## src/rtl/cfg_pkg.sv

```systemverilog
// Shared types and constants for the configuration-word serializer.
// Bit positions describe the 18-bit downstream configuration register layout.
package cfg_pkg;

  localparam int CFG_WIDTH = 18;

  localparam int DT_LSB          = 0;
  localparam int DT_MSB          = 4;
  localparam int SEL_GEN1_LSB    = 5;
  localparam int SEL_GEN1_MSB    = 6;
  localparam int SEL_GEN2_LSB    = 7;
  localparam int SEL_GEN2_MSB    = 8;
  localparam int OUT_SEL_EXT_LSB = 9;
  localparam int OUT_SEL_EXT_MSB = 12;
  localparam int INPUT_SEL       = 13;
  localparam int CLK_SEL         = 14;
  localparam int PS_SEL          = 15;
  localparam int PS3_SEL         = 16;
  localparam int ENABLE_OUT      = 17;

  typedef enum logic [2:0] {
    ST_INIT     = 3'd0,
    ST_IDLE     = 3'd1,
    ST_CLEAR    = 3'd2,
    ST_SHIFT_LO = 3'd3,
    ST_SHIFT_HI = 3'd4,
    ST_DONE     = 3'd5
  } cfg_state_e;

  function automatic int max_int(input int a, input int b);
    return (a > b) ? a : b;
  endfunction

  // One counter serves both the CLEAR and the half-period timing.
  function automatic int phase_cnt_width(input int clk_div, input int rst_cycles);
    return $clog2(max_int(clk_div, rst_cycles) + 1);
  endfunction

endpackage

```

## src/rtl/cfg_phase_timer.sv

```systemverilog
// Loadable down-counter; expired is high while the count sits at zero.
// Loading N-1 on a phase change makes the phase last exactly N cycles.
module cfg_phase_timer #(
  parameter int CNT_W = 3
) (
  input  logic             clk,
  input  logic             rst_n,
  input  logic             load,
  input  logic [CNT_W-1:0] load_val,
  output logic             expired
);

  logic [CNT_W-1:0] cnt_q;
  logic [CNT_W-1:0] cnt_d;

  always_comb begin
    cnt_d = cnt_q;
    if (load) begin
      cnt_d = load_val;
    end else if (cnt_q != '0) begin
      cnt_d = cnt_q - 1'b1;
    end
  end

  always_ff @(posedge clk or negedge rst_n) begin
    if (!rst_n) begin
      cnt_q <= '0;
    end else begin
      cnt_q <= cnt_d;
    end
  end

  assign expired = (cnt_q == '0);

endmodule

```

## src/rtl/cfg_serializer.sv

```systemverilog
// Serializes a parallel configuration word into the downstream shift register:
// SR_RST re-arm pulse, then WIDTH LSB-first bits on flop-driven SR_CLK/SR_DATA.
module cfg_serializer
  import cfg_pkg::*;
#(
  parameter int WIDTH      = CFG_WIDTH,
  parameter int CLK_DIV    = 4,
  parameter int RST_CYCLES = 2
) (
  input  logic             CLK,
  input  logic             RST_N,
  input  logic [WIDTH-1:0] cfg_word,
  input  logic             cfg_valid,
  output logic             cfg_ready,
  output logic             SR_CLK,
  output logic             SR_DATA,
  output logic             SR_RST,
  output logic             busy,
  output logic             done,
  output cfg_state_e       dbg_state
);

  // Handshake: a word transfers on any CLK edge where cfg_valid & cfg_ready are
  // both high; cfg_valid may be held, cfg_word need only be stable at that edge.

  localparam int IDX_W = (WIDTH > 1) ? $clog2(WIDTH) : 1;
  localparam int CNT_W = phase_cnt_width(CLK_DIV, RST_CYCLES);

  localparam logic [IDX_W-1:0] LAST_IDX   = IDX_W'(WIDTH - 1);
  localparam logic [CNT_W-1:0] CLEAR_LOAD = CNT_W'(RST_CYCLES - 1);
  localparam logic [CNT_W-1:0] PHASE_LOAD = CNT_W'(CLK_DIV - 1);

  cfg_state_e       state_q, state_d;
  logic [WIDTH-1:0] shadow_q, shadow_d;
  logic [IDX_W-1:0] idx_q, idx_d;

  logic sr_clk_q, sr_clk_d;
  logic sr_data_q, sr_data_d;
  logic sr_rst_q, sr_rst_d;
  logic cfg_ready_q, cfg_ready_d;
  logic busy_q, busy_d;
  logic done_q, done_d;

  logic             timer_load;
  logic [CNT_W-1:0] timer_val;
  logic             timer_expired;

  cfg_phase_timer #(
    .CNT_W (CNT_W)
  ) u_phase_timer (
    .clk      (CLK),
    .rst_n    (RST_N),
    .load     (timer_load),
    .load_val (timer_val),
    .expired  (timer_expired)
  );

  always_ff @(posedge CLK or negedge RST_N) begin
    if (!RST_N) begin
      state_q     <= ST_INIT;
      shadow_q    <= '0;
      idx_q       <= '0;
      sr_clk_q    <= 1'b0;
      sr_data_q   <= 1'b0;
      sr_rst_q    <= 1'b1;
      cfg_ready_q <= 1'b0;
      busy_q      <= 1'b0;
      done_q      <= 1'b0;
    end else begin
      state_q     <= state_d;
      shadow_q    <= shadow_d;
      idx_q       <= idx_d;
      sr_clk_q    <= sr_clk_d;
      sr_data_q   <= sr_data_d;
      sr_rst_q    <= sr_rst_d;
      cfg_ready_q <= cfg_ready_d;
      busy_q      <= busy_d;
      done_q      <= done_d;
    end
  end

  always_comb begin
    state_d  = state_q;
    shadow_d = shadow_q;
    idx_d    = idx_q;
    case (state_q)
      ST_INIT: begin
        state_d = ST_IDLE;
      end
      ST_IDLE: begin
        if (cfg_valid && cfg_ready_q) begin
          shadow_d = cfg_word;
          idx_d    = '0;
          state_d  = ST_CLEAR;
        end
      end
      ST_CLEAR: begin
        if (timer_expired) begin
          state_d = ST_SHIFT_LO;
        end
      end
      ST_SHIFT_LO: begin
        if (timer_expired) begin
          state_d = ST_SHIFT_HI;
        end
      end
      ST_SHIFT_HI: begin
        if (timer_expired) begin
          if (idx_q == LAST_IDX) begin
            state_d = ST_DONE;
          end else begin
            idx_d   = idx_q + 1'b1;
            state_d = ST_SHIFT_LO;
          end
        end
      end
      ST_DONE: begin
        state_d = ST_IDLE;
      end
      default: begin
        state_d = ST_INIT;
      end
    endcase
  end

  // Every state change starts a new phase, so the timer reloads on it.
  always_comb begin
    timer_load = (state_d != state_q);
    timer_val  = (state_d == ST_CLEAR) ? CLEAR_LOAD : PHASE_LOAD;
  end

  // Outputs decode the next state so they change on the same edge as the state.
  always_comb begin
    sr_rst_d    = (state_d == ST_INIT) || (state_d == ST_CLEAR);
    sr_clk_d    = (state_d == ST_SHIFT_HI);
    cfg_ready_d = (state_d == ST_IDLE);
    busy_d      = (state_d == ST_CLEAR) || (state_d == ST_SHIFT_LO) ||
                  (state_d == ST_SHIFT_HI) || (state_d == ST_DONE);
    done_d      = (state_d == ST_DONE);
    sr_data_d   = 1'b0;
    if (state_d == ST_SHIFT_LO) begin
      sr_data_d = shadow_q[idx_d];
    end else if (state_d == ST_SHIFT_HI) begin
      sr_data_d = sr_data_q;
    end
  end

  assign cfg_ready = cfg_ready_q;
  assign SR_CLK    = sr_clk_q;
  assign SR_DATA   = sr_data_q;
  assign SR_RST    = sr_rst_q;
  assign busy      = busy_q;
  assign done      = done_q;
  assign dbg_state = state_q;

endmodule

```

## config.mk

```make
export PLATFORM = sky130hd
export DESIGN_NAME = cfg_serializer
export DESIGN_NICKNAME = d
export VERILOG_FILES = /design/src/rtl/cfg_pkg.sv /design/src/rtl/cfg_phase_timer.sv /design/src/rtl/cfg_serializer.sv
export SDC_FILE = /design/constraint.sdc
export NUM_CORES = 1
export LEC_CHECK = 0
export ABC_CLOCK_PERIOD_IN_PS = 6600
export CORE_MARGIN = 2
export CORE_UTILIZATION = 35
export DETAILED_ROUTE_END_ITERATION = 16
export DONT_BUFFER_PORTS = 1
export GPL_ROUTABILITY_DRIVEN = 0
export HOLD_SLACK_MARGIN = 0.08
export PLACE_DENSITY = 0.54
export SYNTH_ARGS = -nofsm -noshare
export SYNTH_HDL_FRONTEND = slang
export SYNTH_SLANG_ARGS = --single-unit
```

## constraint.sdc

```tcl
create_clock -name CLK -period 6.6 [get_ports CLK]
set_input_delay 1.32 -clock CLK [delete_from_list [all_inputs] [get_ports CLK]]
set_output_delay 1.32 -clock CLK [all_outputs]
set_load 0.005 [all_outputs]
```

==> results.sh <==
export IMPL_vias=1730
export IMPL_antenna_found_initial=0
export IMPL_die_w_um=81.1
export IMPL_wl_um=4980
export IMPL_gr_total_overflow=0
export IMPL_crit_required_ns=6.76
export IMPL_fmax_ghz=0.335
export IMPL_port_buffers=0
export IMPL_grt_pass1_vias=1629
export IMPL_syn_cell_area_mm2=0.00208
export IMPL_dieArea_mm2=0.00658
export IMPL_slew_viol_final=0
export IMPL_fin_skew_ns=0.00229
export IMPL_initial_core_util_pct=35.8
export IMPL_crit_buf_inv=1
export IMPL_num_antenna_cells=0
export IMPL_synth_top_cells_by_count="nand2_1, dfrtp_1, nor2_1"
export IMPL_end_kind="flop"
export IMPL_status="finished clean"
export IMPL_setup_viol=0
export IMPL_worstSetupPathType="flop to flop"
export IMPL_powerDensity_mw_per_mm2=416
export IMPL_initialDrtViolationCount=85
export IMPL_hold_class="flop to flop"
export IMPL_slowest_stage="dfrtp_1"
export IMPL_clock_sinks=35
export IMPL_yosysTopAreaCellShare_pct=40.9
export IMPL_finalHoldViolCount=0
export IMPL_cts_resized_gates=0
export IMPL_clkLatencyLatePin_ns=0.28
export IMPL_ios=30
export IMPL_irDropWorstVdd_mv=0.215
export IMPL_path_delay_family="compound AO/OA/AOI/OAI gates"
export IMPL_drive_above_1_share_pct=11.0
export IMPL_synth_avg_cell_area_um2=8.67
export IMPL_n_fill_cell=640
export IMPL_rsz0062_at_grt="false"
export IMPL_maxCapViolations=0
export IMPL_ys_ff_latch=35
export IMPL_drc=0
export IMPL_area_delta_synth_final_pct=6.55
export IMPL_final_setup_tns_ns=0
export IMPL_power_w=0.000922
export IMPL_relSlewSlack_pct=47.4
export IMPL_synth_fp_nets=265
export IMPL_whs_ns=0.518
export IMPL_critical_path_arrival_ns=3.14
export IMPL_grt_pass1_wl_um=8460
export IMPL_via_per_inst=5.54
export IMPL_synth_edff_count=0
export IMPL_critPathMaxStageDelay_ns=0.86
export IMPL_ys_types=57
export IMPL_htreeDepth=2
export IMPL_dp_final_hpwl_um=3560
export IMPL_startpoint_type="flop"
export IMPL_numCtsBuffers=5
export IMPL_synth_seq_area_share_pct=42.2
export IMPL_synth_largest_area_cell="dfrtp_1"
export IMPL_crit_path_cell_trace="ha_1, nor4bb_1, buf_4, nor2_1, a311o_1, a221oi_1, mux2i_1, o2111ai_1, o311ai_1"
export IMPL_drtAntennaViolNets=0
export IMPL_yosys_warnings=0
export IMPL_fin_util_pct=38.1
export IMPL_layout_min_cycle_time_ns=2.98
export IMPL_worst_pin_slew_ns=0.789
export IMPL_cts_path_max_buffers=2
export IMPL_holdBufCountCts=0
export IMPL_cts_tree="done"
export IMPL_ys_flop_type="dfrtp_1"
export IMPL_grt_max_degree=36
export IMPL_die_y_um=81.1
export IMPL_final_nets=261
export IMPL_post_cts_buffers=0
export IMPL_path_clk_slew_ns=0.07
export IMPL_crit_path_max_fanout=26
export IMPL_post_drt_wl_per_cell_um=16.0
export IMPL_synth_cells=240
export IMPL_clockRootBuffer="clkbuf_8"
export IMPL_async_flop_share_pct=100
export IMPL_synthTopCellsByArea="dfrtp_1, nand2_1, mux2_2"
export IMPL_drt_first_pass_iters=4
export IMPL_period_share_pct=45.2
export IMPL_rows=28
export IMPL_track_usage_pct=16.8
export IMPL_leakagePower_nw=0.908
export IMPL_coreArea_mm2=0.00582
export IMPL_yosysMostFrequentCell="nand2_1"
==> per-layer routing <==
layer | track usage, % | routed length (um) | vias up
li1 | - | - | 853
met1 | 25.2 | 2390 | 827
met2 | 24.6 | 2290 | 45
met3 | 3.33 | 236 | 5
met4 | 4.58 | 62 | 0
met5 | 0 | 0 | -
==> logic make-up (layout without fill, tap and decap cells) <==
| family | count (synthesis) | in the layout | share of synthesized area [%] |
|---|---|---|---|
| AND/OR/NAND/NOR | 115 | 115 | 26.9 |
| AO/OA/AOI/OAI | 53 | 53 | 18.2 |
| flip-flops | 35 | 35 | 42.2 |
| buffers and inverters | 22 | 19 | 4.75 |
| multiplexers | 9 | 9 | 4.75 |
| adder cells (fa/ha/maj) | 4 | 4 | 2.41 |
| XOR/XNOR | 2 | 2 | 0.842 |
==> cell usage in the layout (no fill, tap or decap), types with 2 or more instances in the layout <==
cell,Yosys,routed
nor2_1,19,19
a22oi_1,2,2
or4_1,4,4
buf_4,0,4
o211ai_1,4,4
nand4b_1,2,2
a31oi_1,4,4
or2_2,2,2
o2111ai_1,3,3
a21oi_1,9,9
inv_1,6,6
nand2_1,54,54
nor3b_1,2,2
dfrtp_1,34,34
o21ai_0,10,10
nor3_1,6,6
mux2_2,7,7
nand4_1,3,3
mux2i_1,2,2
xnor2_1,2,2
nor2b_1,3,3
nand3_1,5,5
o21a_1,2,2
nand2b_1,4,4
clkbuf_1,11,3
o21ai_1,2,2
clkbuf_8,0,5
ha_1,4,4
a32oi_1,2,2
==> report_power, final <==
part | internal [W] | leakage [nW] | switching (W)
Sequential | 0.000303 | 0.438 | 0.000106
Combinational | 0.000163 | 0.430 | 0.000204
Clock | 0.0000749 | 0.0395 | 0.0000724
Total | 0.000540 | 0.908 | 0.000382
==> tightest hold or removal path: stages, from the launching register on <==
cell	delay, ns
dfrtp_1	0.36
nand2_1	0.07
nand2_1	0.06
==> metrics by stage <==
step	worst slack (ns)	area, um2	cells
after detailed placement	3.53	2140	304
after floorplan	3.89	2080	240
after global routing	3.26	2220	312
after global placement	3.53	2140	304
after CTS	3.62	2220	312
final	3.62	2220	312
==> sequential cells by signal (all words and copies together) (netlist names) <==
| name | cells |
|---|---|
| SR_CLK | 1 |
| SR_DATA | 1 |
| SR_RST | 1 |
| busy | 1 |
| cfg_ready | 1 |
| dbg_state | 3 |
| done | 1 |
| idx_q | 5 |
| shadow_q | 18 |
| u_phase_timer.cnt_q | 3 |
==> path summary, 6_finish.rpt <==
path,start,to,slack [ns],cells past startpoint
worst min register to register,shadow_q[12],shadow_q[12],0.52,2
worst max-delay path,idx_q[0],SR_DATA,3.62,9
worst max register to register,idx_q[0],SR_DATA,3.62,9
min in group asynchronous,RST_N,shadow_q[8],0.73,0
worst min-delay path,shadow_q[12],shadow_q[12],0.52,2
max in group asynchronous,RST_N,SR_RST,5.70,0
==> layout make-up <==
type | count | area, um2 | share of cell area [%]
Timing Repair Buffer | 4 | 30.0 | 1.35
Multi-Input combinational cell | 183 | 1100 | 49.8
Clock buffer | 8 | 80.1 | 3.61
Inverter | 7 | 31.3 | 1.41
Tap cell | 75 | 93.8 | 4.23
Sequential cell | 35 | 877 | 39.6
(Power assumes the default switching activity.)
